<file path="src/rtl/m_unit_ctrl_if.sv">
// m_unit_ctrl_if: request/result handshake bundle for the multiply/divide unit
interface m_unit_ctrl_if #(
    parameter int XLEN = 32
);
    logic            valid_i;
    logic            ready_o;
    logic [XLEN-1:0] a_i;
    logic [XLEN-1:0] b_i;
    logic [2:0]      op_i;
    logic            valid_o;
    logic            ready_i;
    logic [XLEN-1:0] result_o;
    logic            busy_o;
    modport master (output valid_i, a_i, b_i, op_i, ready_i, input ready_o, valid_o, result_o, busy_o);
    modport slave (input valid_i, a_i, b_i, op_i, ready_i, output ready_o, valid_o, result_o, busy_o);
endinterface

</file>
<file path="src/rtl/m_unit_ctrl.sv">
// m_unit_ctrl: RV32M multiply/divide sequencer; defining M_FLUSH_EN adds the flush_i port
module m_unit_ctrl #(
    parameter int XLEN = 32
) (
    input  logic clk_i,
    input  logic rst_ni,
`ifdef M_FLUSH_EN
    input  logic flush_i,
`endif
    m_unit_ctrl_if.slave bus
);
    typedef enum logic [1:0] {IDLE, MUL, DIV, DONE} state_e;
    state_e            state, state_nx;
    logic [5:0]        cnt, cnt_nx;
    logic [2:0]        op_q, op_nx;
    logic [XLEN-1:0]   a_q, a_nx, b_q, b_nx, r_q, r_nx, res, res_nx;
    logic              q_neg, q_neg_nx, r_neg, r_neg_nx;
    logic              a_sgn, b_sgn, div0, ovf, ge;
    logic [XLEN-1:0]   a_mag, b_mag, r_step, q_step, min_int;
    logic [XLEN:0]     rs;
    logic [2*XLEN-1:0] prod;
    assign min_int = {1'b1, {(XLEN-1){1'b0}}};
    assign a_sgn   = !bus.op_i[0] && bus.a_i[XLEN-1];
    assign b_sgn   = !bus.op_i[0] && bus.b_i[XLEN-1];
    assign a_mag   = a_sgn ? -bus.a_i : bus.a_i;
    assign b_mag   = b_sgn ? -bus.b_i : bus.b_i;
    assign div0    = bus.b_i == '0;
    assign ovf     = !bus.op_i[0] && bus.a_i == min_int && bus.b_i == '1;
    // the low 2*XLEN bits of the product of extended operands are exact for every sign mix
    assign prod    = {{XLEN{(op_q == 3'b001 || op_q == 3'b010) && a_q[XLEN-1]}}, a_q}
                   * {{XLEN{op_q == 3'b001 && b_q[XLEN-1]}}, b_q};
    // restoring step: a_q shifts the dividend out and the quotient in, r_q is the partial remainder
    assign rs      = {r_q, a_q[XLEN-1]};
    assign ge      = rs >= {1'b0, b_q};
    assign r_step  = ge ? rs[XLEN-1:0] - b_q : rs[XLEN-1:0];
    assign q_step  = {a_q[XLEN-2:0], ge};
    assign bus.ready_o  = state == IDLE;
    assign bus.valid_o  = state == DONE;
    assign bus.busy_o   = state != IDLE;
    assign bus.result_o = res;
    // next state and datapath: capture at acceptance, iterate in DIV, sign-correct on DONE entry
    always_comb begin
        state_nx = state;
        cnt_nx   = cnt;
        op_nx    = op_q;
        a_nx     = a_q;
        b_nx     = b_q;
        r_nx     = r_q;
        res_nx   = res;
        q_neg_nx = q_neg;
        r_neg_nx = r_neg;
        case (state)
            IDLE: if (bus.valid_i) begin
                op_nx  = bus.op_i;
                cnt_nx = '0;
                if (!bus.op_i[2]) begin
                    state_nx = MUL;
                    a_nx     = bus.a_i;
                    b_nx     = bus.b_i;
                end else if (div0) begin
                    state_nx = DONE;
                    res_nx   = bus.op_i[1] ? bus.a_i : '1;
                end else if (ovf) begin
                    state_nx = DONE;
                    res_nx   = bus.op_i[1] ? '0 : min_int;
                end else begin
                    state_nx = DIV;
                    a_nx     = a_mag;
                    b_nx     = b_mag;
                    r_nx     = '0;
                    q_neg_nx = a_sgn ^ b_sgn;
                    r_neg_nx = a_sgn;
                end
            end
            MUL: begin
                state_nx = DONE;
                res_nx   = op_q[1:0] == 2'b00 ? prod[XLEN-1:0] : prod[2*XLEN-1:XLEN];
            end
            DIV: begin
                a_nx   = q_step;
                r_nx   = r_step;
                cnt_nx = cnt + 6'd1;
                if (cnt_nx == 6'(XLEN)) begin
                    state_nx = DONE;
                    res_nx   = op_q[1] ? (r_neg ? -r_step : r_step) : (q_neg ? -q_step : q_step);
                end
            end
            DONE: if (bus.ready_i) state_nx = IDLE;
            default: state_nx = IDLE;
        endcase
`ifdef M_FLUSH_EN
        if (flush_i) begin
            state_nx = IDLE;
            cnt_nx   = '0;
            res_nx   = res;
        end
`endif
    end
    // state and datapath registers with asynchronous active-low reset
    always_ff @(posedge clk_i or negedge rst_ni) begin
        if (!rst_ni) begin
            state <= IDLE;
            cnt   <= '0;
            op_q  <= '0;
            a_q   <= '0;
            b_q   <= '0;
            r_q   <= '0;
            res   <= '0;
            q_neg <= 1'b0;
            r_neg <= 1'b0;
        end else begin
            state <= state_nx;
            cnt   <= cnt_nx;
            op_q  <= op_nx;
            a_q   <= a_nx;
            b_q   <= b_nx;
            r_q   <= r_nx;
            res   <= res_nx;
            q_neg <= q_neg_nx;
            r_neg <= r_neg_nx;
        end
    end
endmodule

</file>
<file path="src/flat_wrapper.sv">
// flat-port wrapper written by rule: the top's interface ports become plain ports
module m_unit_ctrl_flat 
#(
    parameter int XLEN = 32
)
  (clk_i, rst_ni, bus_valid_i, bus_a_i, bus_b_i, bus_op_i, bus_ready_i, bus_ready_o, bus_valid_o, bus_result_o, bus_busy_o);
  m_unit_ctrl_if #(.XLEN(XLEN)) bus_i ();
  input  logic clk_i;
  input  logic rst_ni;
  input wire logic [$bits(bus_i.valid_i)-1:0] bus_valid_i;
  input wire logic [$bits(bus_i.a_i)-1:0] bus_a_i;
  input wire logic [$bits(bus_i.b_i)-1:0] bus_b_i;
  input wire logic [$bits(bus_i.op_i)-1:0] bus_op_i;
  input wire logic [$bits(bus_i.ready_i)-1:0] bus_ready_i;
  output wire logic [$bits(bus_i.ready_o)-1:0] bus_ready_o;
  output wire logic [$bits(bus_i.valid_o)-1:0] bus_valid_o;
  output wire logic [$bits(bus_i.result_o)-1:0] bus_result_o;
  output wire logic [$bits(bus_i.busy_o)-1:0] bus_busy_o;
  assign bus_i.valid_i = bus_valid_i;
  assign bus_i.a_i = bus_a_i;
  assign bus_i.b_i = bus_b_i;
  assign bus_i.op_i = bus_op_i;
  assign bus_i.ready_i = bus_ready_i;
  assign bus_ready_o = bus_i.ready_o;
  assign bus_valid_o = bus_i.valid_o;
  assign bus_result_o = bus_i.result_o;
  assign bus_busy_o = bus_i.busy_o;
  m_unit_ctrl #(.XLEN(XLEN)) u_core (.clk_i(clk_i), .rst_ni(rst_ni), .bus(bus_i));
endmodule
</file>
<file path="config.mk">
export PLATFORM = sky130hd
export DESIGN_NAME = m_unit_ctrl_flat
export DESIGN_NICKNAME = d
export VERILOG_FILES = /design/src/rtl/m_unit_ctrl_if.sv /design/src/rtl/m_unit_ctrl.sv /design/src/flat_wrapper.sv
export SDC_FILE = /design/constraint.sdc
export NUM_CORES = 2
export LEC_CHECK = 0
export ABC_AREA = 1
export CAP_MARGIN = 15
export CORE_MARGIN = 4
export CORE_UTILIZATION = 28
export DETAILED_ROUTE_END_ITERATION = 12
export PLACE_DENSITY_LB_ADDON = 0.08
export SETUP_SLACK_MARGIN = 0.05
export SLEW_MARGIN = 25
export SYNTH_ARGS = -nofsm -noshare
export SYNTH_HDL_FRONTEND = slang
export SYNTH_SLANG_ARGS = --single-unit
</file>
<file path="constraint.sdc">
create_clock -name clk_i -period 7.55 [get_ports clk_i]
set_input_delay 1.51 -clock clk_i [delete_from_list [all_inputs] [get_ports clk_i]]
set_output_delay 1.51 -clock clk_i [all_outputs]
set_load 0.05 [all_outputs]
</file>
; Word-level counts from Yosys, hierarchy flattened
; Index checks and enable logic that the tools add are counted.
[word_totals]
out_inout_bits = 35
in_bits = 71
elab_cells = 98
register_bits = 141
[op_classes]
n_eq_ne = 19
n_mul = 1
muxes = 37
n_addsub = 6
bitwise = 3
reduce_logical = 22
n_lt_le_gt_ge = 1
[ops]
columns = op, count
row1 = 32-bit 2-to-1 mux, 25
row2 = 32-bit negation, 4
row3 = 32-bit one-hot mux with 2 select lines, 2
row4 = 32-bit one-hot mux with 3 select lines, 1
row5 = "32-bit equality test, second input constant", 2
row6 = 33-bit by 33-bit multiplier with 64-bit output, 1
row7 = 33-bit by 32-bit >= comparator with 1-bit output, 1
row8 = 32-bit zero test, 1
row9 = 32-bit subtractor, 1
row10 = 5-bit AND reduction, 3
row11 = "2-bit inequality test, second input constant", 7
row12 = 6-bit one-hot mux with 2 select lines, 1
row13 = 2-bit 2-to-1 mux, 5
row14 = 2-bit one-hot mux with 4 select lines, 1
row15 = 4-bit AND reduction, 2
row16 = "6-bit by 1-bit adder with 6-bit output, second input constant", 1
row17 = "6-bit equality test, second input constant", 1
row18 = 1-bit logical AND, 6
row19 = 6-bit 2-to-1 mux, 1
row20 = "3-bit inequality test, second input constant", 2
row21 = "2-bit equality test, second input constant", 2
row22 = 2-bit zero test, 2
row23 = 2-bit AND reduction, 2
row24 = 2-bit nonzero test, 2
row25 = 12 further kinds, 13

; Logic depth before layout (Yosys ltp)
[depth]
depth_word = 8
ltp_mapped = 40
mapped_depth_nobuf = 39

; Worst setup path after synthesis
; OpenSTA, ideal clock, no wires.
[synth_timing]
kind = flip-flop to flip-flop
startpoint = register u_core.op_q[1]
endpoint = register u_core.res[28], in the netlist u_core.bus.result_o[28]
n_path_buf = 1
t_arrival_ns = 8.116
stages_incl_launch_ff = 34
t_required_ns = 7.484
setup_ns = 0.066
period_less_slack_ns = 8.182
path_slack_ns = -0.632
path_cell_list = dfrtp_1 -> inv_1 -> nor2_1 -> nand2_1 -> nand2_1 -> nand2_1 -> clkbuf_1 -> nor2_1 -> fa_1 -> inv_1 -> fa_1 -> inv_1 -> fa_1 -> inv_1 -> fa_1 -> inv_1 -> fa_1 -> fa_1 -> fa_1 -> inv_1 -> fa_1 -> inv_1 -> ha_1 -> a21oi_1 -> o21ai_0 -> o21bai_1 -> a221oi_1 -> o311ai_0 -> or2_2 -> nand3_1 -> a31oi_1 -> nand2_1 -> nand2_1 -> nand2_1
[synth_between]
elab_chain_cells = 6
elab_cells_between_ends = 11
cone_classes = mul (1) / eq/ne (2) / mux (4) / reduce/logical (4)
[synth_rtl]
columns = item, line
row1 = "start, declared", m_unit_ctrl.sv:15  ; logic [2:0] op_q, op_nx;
row2 = "start signal, assigned", m_unit_ctrl.sv:114  ; op_q <= op_nx;
row3 = 3-bit by 1-bit equality test with 1-bit output or 3-bit by 2-bit equality test with 1-bit output (tied branches), "m_unit_ctrl.sv:30, m_unit_ctrl.sv:31"
row4 = 1-bit logical OR, m_unit_ctrl.sv:30  ; assign prod = {{XLEN{(op_q == 3'b001 || op_q == 3'b010) && a_q[XLEN-1]}}, a_q}
row5 = 1-bit logical AND, m_unit_ctrl.sv:30
row6 = 33-bit by 33-bit multiplier with 64-bit output, m_unit_ctrl.sv:31  ; * {{XLEN{op_q == 3'b001 && b_q[XLEN-1]}}, b_q};
row7 = 32-bit 2-to-1 mux, m_unit_ctrl.sv:77  ; res_nx = op_q[1:0] == 2'b00 ? prod[XLEN-1:0] : prod[2*XLEN-1:XLEN];
row8 = 32-bit one-hot mux with 3 select lines *, m_unit_ctrl.sv:52  ; case (state)
row9 = "end signal, assigned", m_unit_ctrl.sv:118  ; res <= res_nx;
row10 = "end, declared", m_unit_ctrl.sv:16  ; logic [XLEN-1:0] a_q, a_nx, b_q, b_nx, r_q, r_nx, res, res_nx;
; Every way passes the cells marked *; elsewhere a longest branch is shown, timed or not. The select of a mux whose other input is x is not followed.
; A chain may end at the register's enable or synchronous reset.

; Final worst setup path
[layout_timing]
startpoint = register u_core.op_q[0]
endpoint = register u_core.res[24], in the netlist u_core.bus.result_o[24]
[layout_between]
elab_chain_cells = 6
elab_cells_between_ends = 9
cone_classes = mul (1) / eq/ne (2) / mux (2) / reduce/logical (4)
[layout_rtl]
columns = item, line
row1 = 3-bit by 1-bit equality test with 1-bit output or 3-bit by 2-bit equality test with 1-bit output (tied branches), "m_unit_ctrl.sv:30, m_unit_ctrl.sv:31"
row2 = 1-bit logical OR, m_unit_ctrl.sv:30
row3 = 1-bit logical AND, m_unit_ctrl.sv:30
row4 = 33-bit by 33-bit multiplier with 64-bit output, m_unit_ctrl.sv:31
row5 = 32-bit 2-to-1 mux *, m_unit_ctrl.sv:77
row6 = 32-bit one-hot mux with 3 select lines *, m_unit_ctrl.sv:52
; Every way passes the cells marked *; elsewhere a longest branch is shown, timed or not.

==> impl_metrics.json <==
{
  "hold_buffers": 0,
  "critPathLaunch": "u_core.op_q[0]$_DFFE_PN0P_",
  "grt_use_total_pct": 22.8,
  "wirelength_um": 218000,
  "worstPathArrival_ns": 8.34,
  "synth_top_family_by_area": "adder cells",
  "fin_nets": 8991,
  "first_pass_iters": 6,
  "clkTransAtPathRegs_ns": 0.07,
  "place_worst_setup_slack_ns": -0.901,
  "grt_pass1_wl_um": 329000,
  "ant_nets": 0,
  "io_buffer_count": 105,
  "syn-cell-area_um2": 52400,
  "fin_setup_tns_ns": -7.21,
  "hold_viol": 0,
  "violations": "negative setup slack",
  "grt_pass1_vias": 49400,
  "fmax_ghz": 0.126,
  "cts_made_buffers": 17,
  "multiInputGateArea_um2": 42300,
  "synth_compound_area_share_pct": 6.40,
  "hold_class": "register to register",
  "synth-async-reset-ratio_pct": 100,
  "finalSetupViolations": 28,
  "r2r_start": "u_core.op_q[0]$_DFFE_PN0P_",
  "timing_worst_setup_path_type": "register to register",
  "yosysUniqueCellTypes": 56,
  "grt.overflow.total": 0,
  "slew_headroom_pct": 27.4,
  "fin_crit_sh_pct": 105,
  "synth_xor_xnor_area_share_pct": 1.99,
  "synthCells": 6973,
  "cts_buffer_depth": 2,
  "ff2ff_path_depth": 36,
  "crit_end": "u_core.bus.result_o[24]$_DFFE_PN0P_",
  "placementRows": 158,
  "layout_commonest_cell": "inv_1",
  "drtIter0Drc": 3113,
  "dp_hpwl_um": 187000,
  "cpPeakStageDelay_ns": 0.57,
  "drive_gt1_share_pct": 16.7,
  "synth_flop_cell": "dfrtp_1",
  "die-width_um": 441,
  "synth_fa_ha_area_share_pct": 49.1,
  "seq_area_um2": 3540,
  "io_pins": 106,
  "synthesis.nets": 8425,
  "vias_per_cell": 4.58,
  "die_h_um": 441,
  "cpMaxStageDelayCell": "fa_2",
  "avgSynthCellArea_um2": 7.51,
  "yosys.area_share.simple_pct": 19.6,
  "worstMarginPinSlew_ns": 1.08,
  "nFillCells": 20000,
  "maxCapViolCount": 0,
  "worst-path-max-fanout": 10,
  "drc": 0,
  "rsz0062_at_grt": "true",
  "synth-edff-count": 0,
  "synthMuxAreaShare_pct": 0.0191,
  "htreeDepth": 4,
  "grt_max_degree": 67,
  "r2r_end": "u_core.bus.result_o[24]$_DFFE_PN0P_",
  "clockRootBuffer": "clkbuf_16",
  "areaGrowthSynthToFinish_pct": 24.2,
  "min_period_ns": 7.96,
  "start_util_pct": 28.2,
  "cts_num_sinks": 141,
  "crit_top_cell": "fa_1",
  "yosysSeqAreaShare_pct": 6.73,
  "postLayoutCellArea_um2": 65100,
  "ys_ff_latch": 141,
  "routedWlPerCell_um": 21.7,
  "critical_path_required_ns": 7.93,
  "clk_latency_ns": 0.49,
  "final_cell_mix": "inv_1, nand2_1, fa_1, buf_4, nor2_1",
  "core_um2": 186000,
  "reg2reg_slack_ns": -0.41,
  "status": "finished, violations left",
  "cts_tree": "done",
  "ys_warn_count": 0,
  "crit_path_end_kind": "register",
  "fin_skew_ns": 0.0210,
  "setup_ws_ns": -0.407,
  "gp_congestion": 0.929,
  "dpl_cell_area_um2": 61900,
  "antenna_found_initial": 4,
  "die_area_um2": 194000,
  "drv_slew": 0,
  "vias": 45900,
  "crit_path_start_kind": "register"
}
==> worst max-delay path: cells and delay by family, from the launching register on <==
kind	cells	cell delay, ns
adders and majority gates	9	4.39
buffers and inverters	13	1.46
AOI/OAI and AO/OA	5	0.85
and+or+nand+nor	9	0.73
DFF	1	0.41
==> per-stage QoR <==
| step | std cells | hold slack [ns] | util [%] |
|---|---|---|---|
| finish | 10000 | 0.484 | 35.0 |
| floorplan | 6973 | 0.453 | - |
| detailed placement | 9938 | 0.465 | 33.3 |
| global placement | 9938 | 0.470 | 33.3 |
| global route | 10000 | 0.517 | 35.0 |
| CTS | 10000 | 0.495 | 34.6 |
==> state kept, by name, indices dropped and copies added, names as in the netlist <==
name	cells
u_core.a_q	32
u_core.b_q	32
u_core.bus.result_o	32
u_core.r_q	32
u_core.cnt	6
u_core.op_q	3
u_core.state	2
u_core.q_neg	1
u_core.r_neg	1
==> cells by family (layout without fill, tap and decap cells) <==
| family | Yosys count | after routing |
|---|---|---|
| buffers and inverters | 2231 | 2810 |
| muxes | 1 | 1 |
| xor gates and xnor gates | 119 | 119 |
| other | 0 | 3 |
| and+or+nand+nor | 2510 | 2510 |
| adders and majority gates | 1381 | 1381 |
| DFF | 141 | 141 |
| AOI/OAI and AO/OA | 590 | 590 |
==> worst min-delay path by stage <==
stage / startpoint / to / slack [ns] / depth (start not counted)
CTS: u_core.bus.result_o[14]$_DFFE_PN0P_ / u_core.bus.result_o[14]$_DFFE_PN0P_ / 0.49 / 2
finish: u_core.bus.result_o[2]$_DFFE_PN0P_ / u_core.bus.result_o[2]$_DFFE_PN0P_ / 0.48 / 2
global placement: u_core.bus.result_o[19]$_DFFE_PN0P_ / u_core.bus.result_o[19]$_DFFE_PN0P_ / 0.47 / 2
global route: u_core.bus.result_o[2]$_DFFE_PN0P_ / u_core.bus.result_o[2]$_DFFE_PN0P_ / 0.52 / 2
floorplan: u_core.op_q[2]$_DFFE_PN0P_ / u_core.op_q[2]$_DFFE_PN0P_ / 0.45 / 2
detailed placement: u_core.bus.result_o[2]$_DFFE_PN0P_ / u_core.bus.result_o[2]$_DFFE_PN0P_ / 0.47 / 2
==> area by class of cell <==
class | instances | share of cell area, %
Multi-Input combinational cell | 4601 | 65.0
Clock buffer | 23 | 0.719
Antenna cell | 3 | 0.0115
Timing Repair Buffer | 884 | 12.9
Sequential cell | 141 | 5.45
Clock inverter | 9 | 0.173
Inverter | 1894 | 11.0
Tap cell | 2480 | 4.77
==> cells in the mapped netlist (12+ instances only) <==
cell type  instances  area (µm²)
nor2_2            12        75.1
nand2_2           32         200
o211ai_1          41         308
fa_1            1126       22500
a31oi_1           35         219
clkbuf_1         254         953
nand4_1           43         269
ha_1             255        3190
buf_1             65         244
nor4_1            24         150
a21oi_1          186         931
a21o_1            17         128
xor2_1            83         727
xnor2_1           36         315
inv_1           1876        7040
nor2_1           296        1110
o21bai_1          14         105
nand3_1          243        1220
dfrtp_1          141        3530
o21ai_0          217        1090
inv_2             12        45.0
or2_2             13        81.3
nor3_1            35         175
o22ai_1           33         206
nand2_1         1778        6670
==> timing repair <==
action | CTS | global route
buffers inserted | 39 | 22
resized for setup | 316 | 167
endpoints found under the setup margin | 32 | 32
gates cloned | 3 | 2
pin swaps | 134 | 112
==> layer usage <==
layer | up-vias | GRT usage (%) | routed length, µm
li1 | 21400 | - | -
met4 | 0 | 2.95 | 3020
met1 | 23600 | 33.1 | 105000
met2 | 885 | 38.1 | 103000
met5 | - | 0 | 0
met3 | 102 | 1.51 | 7760
Power is not shown: default switching activity piles up to over one toggle a cycle in this logic, so the estimate is an artifact.
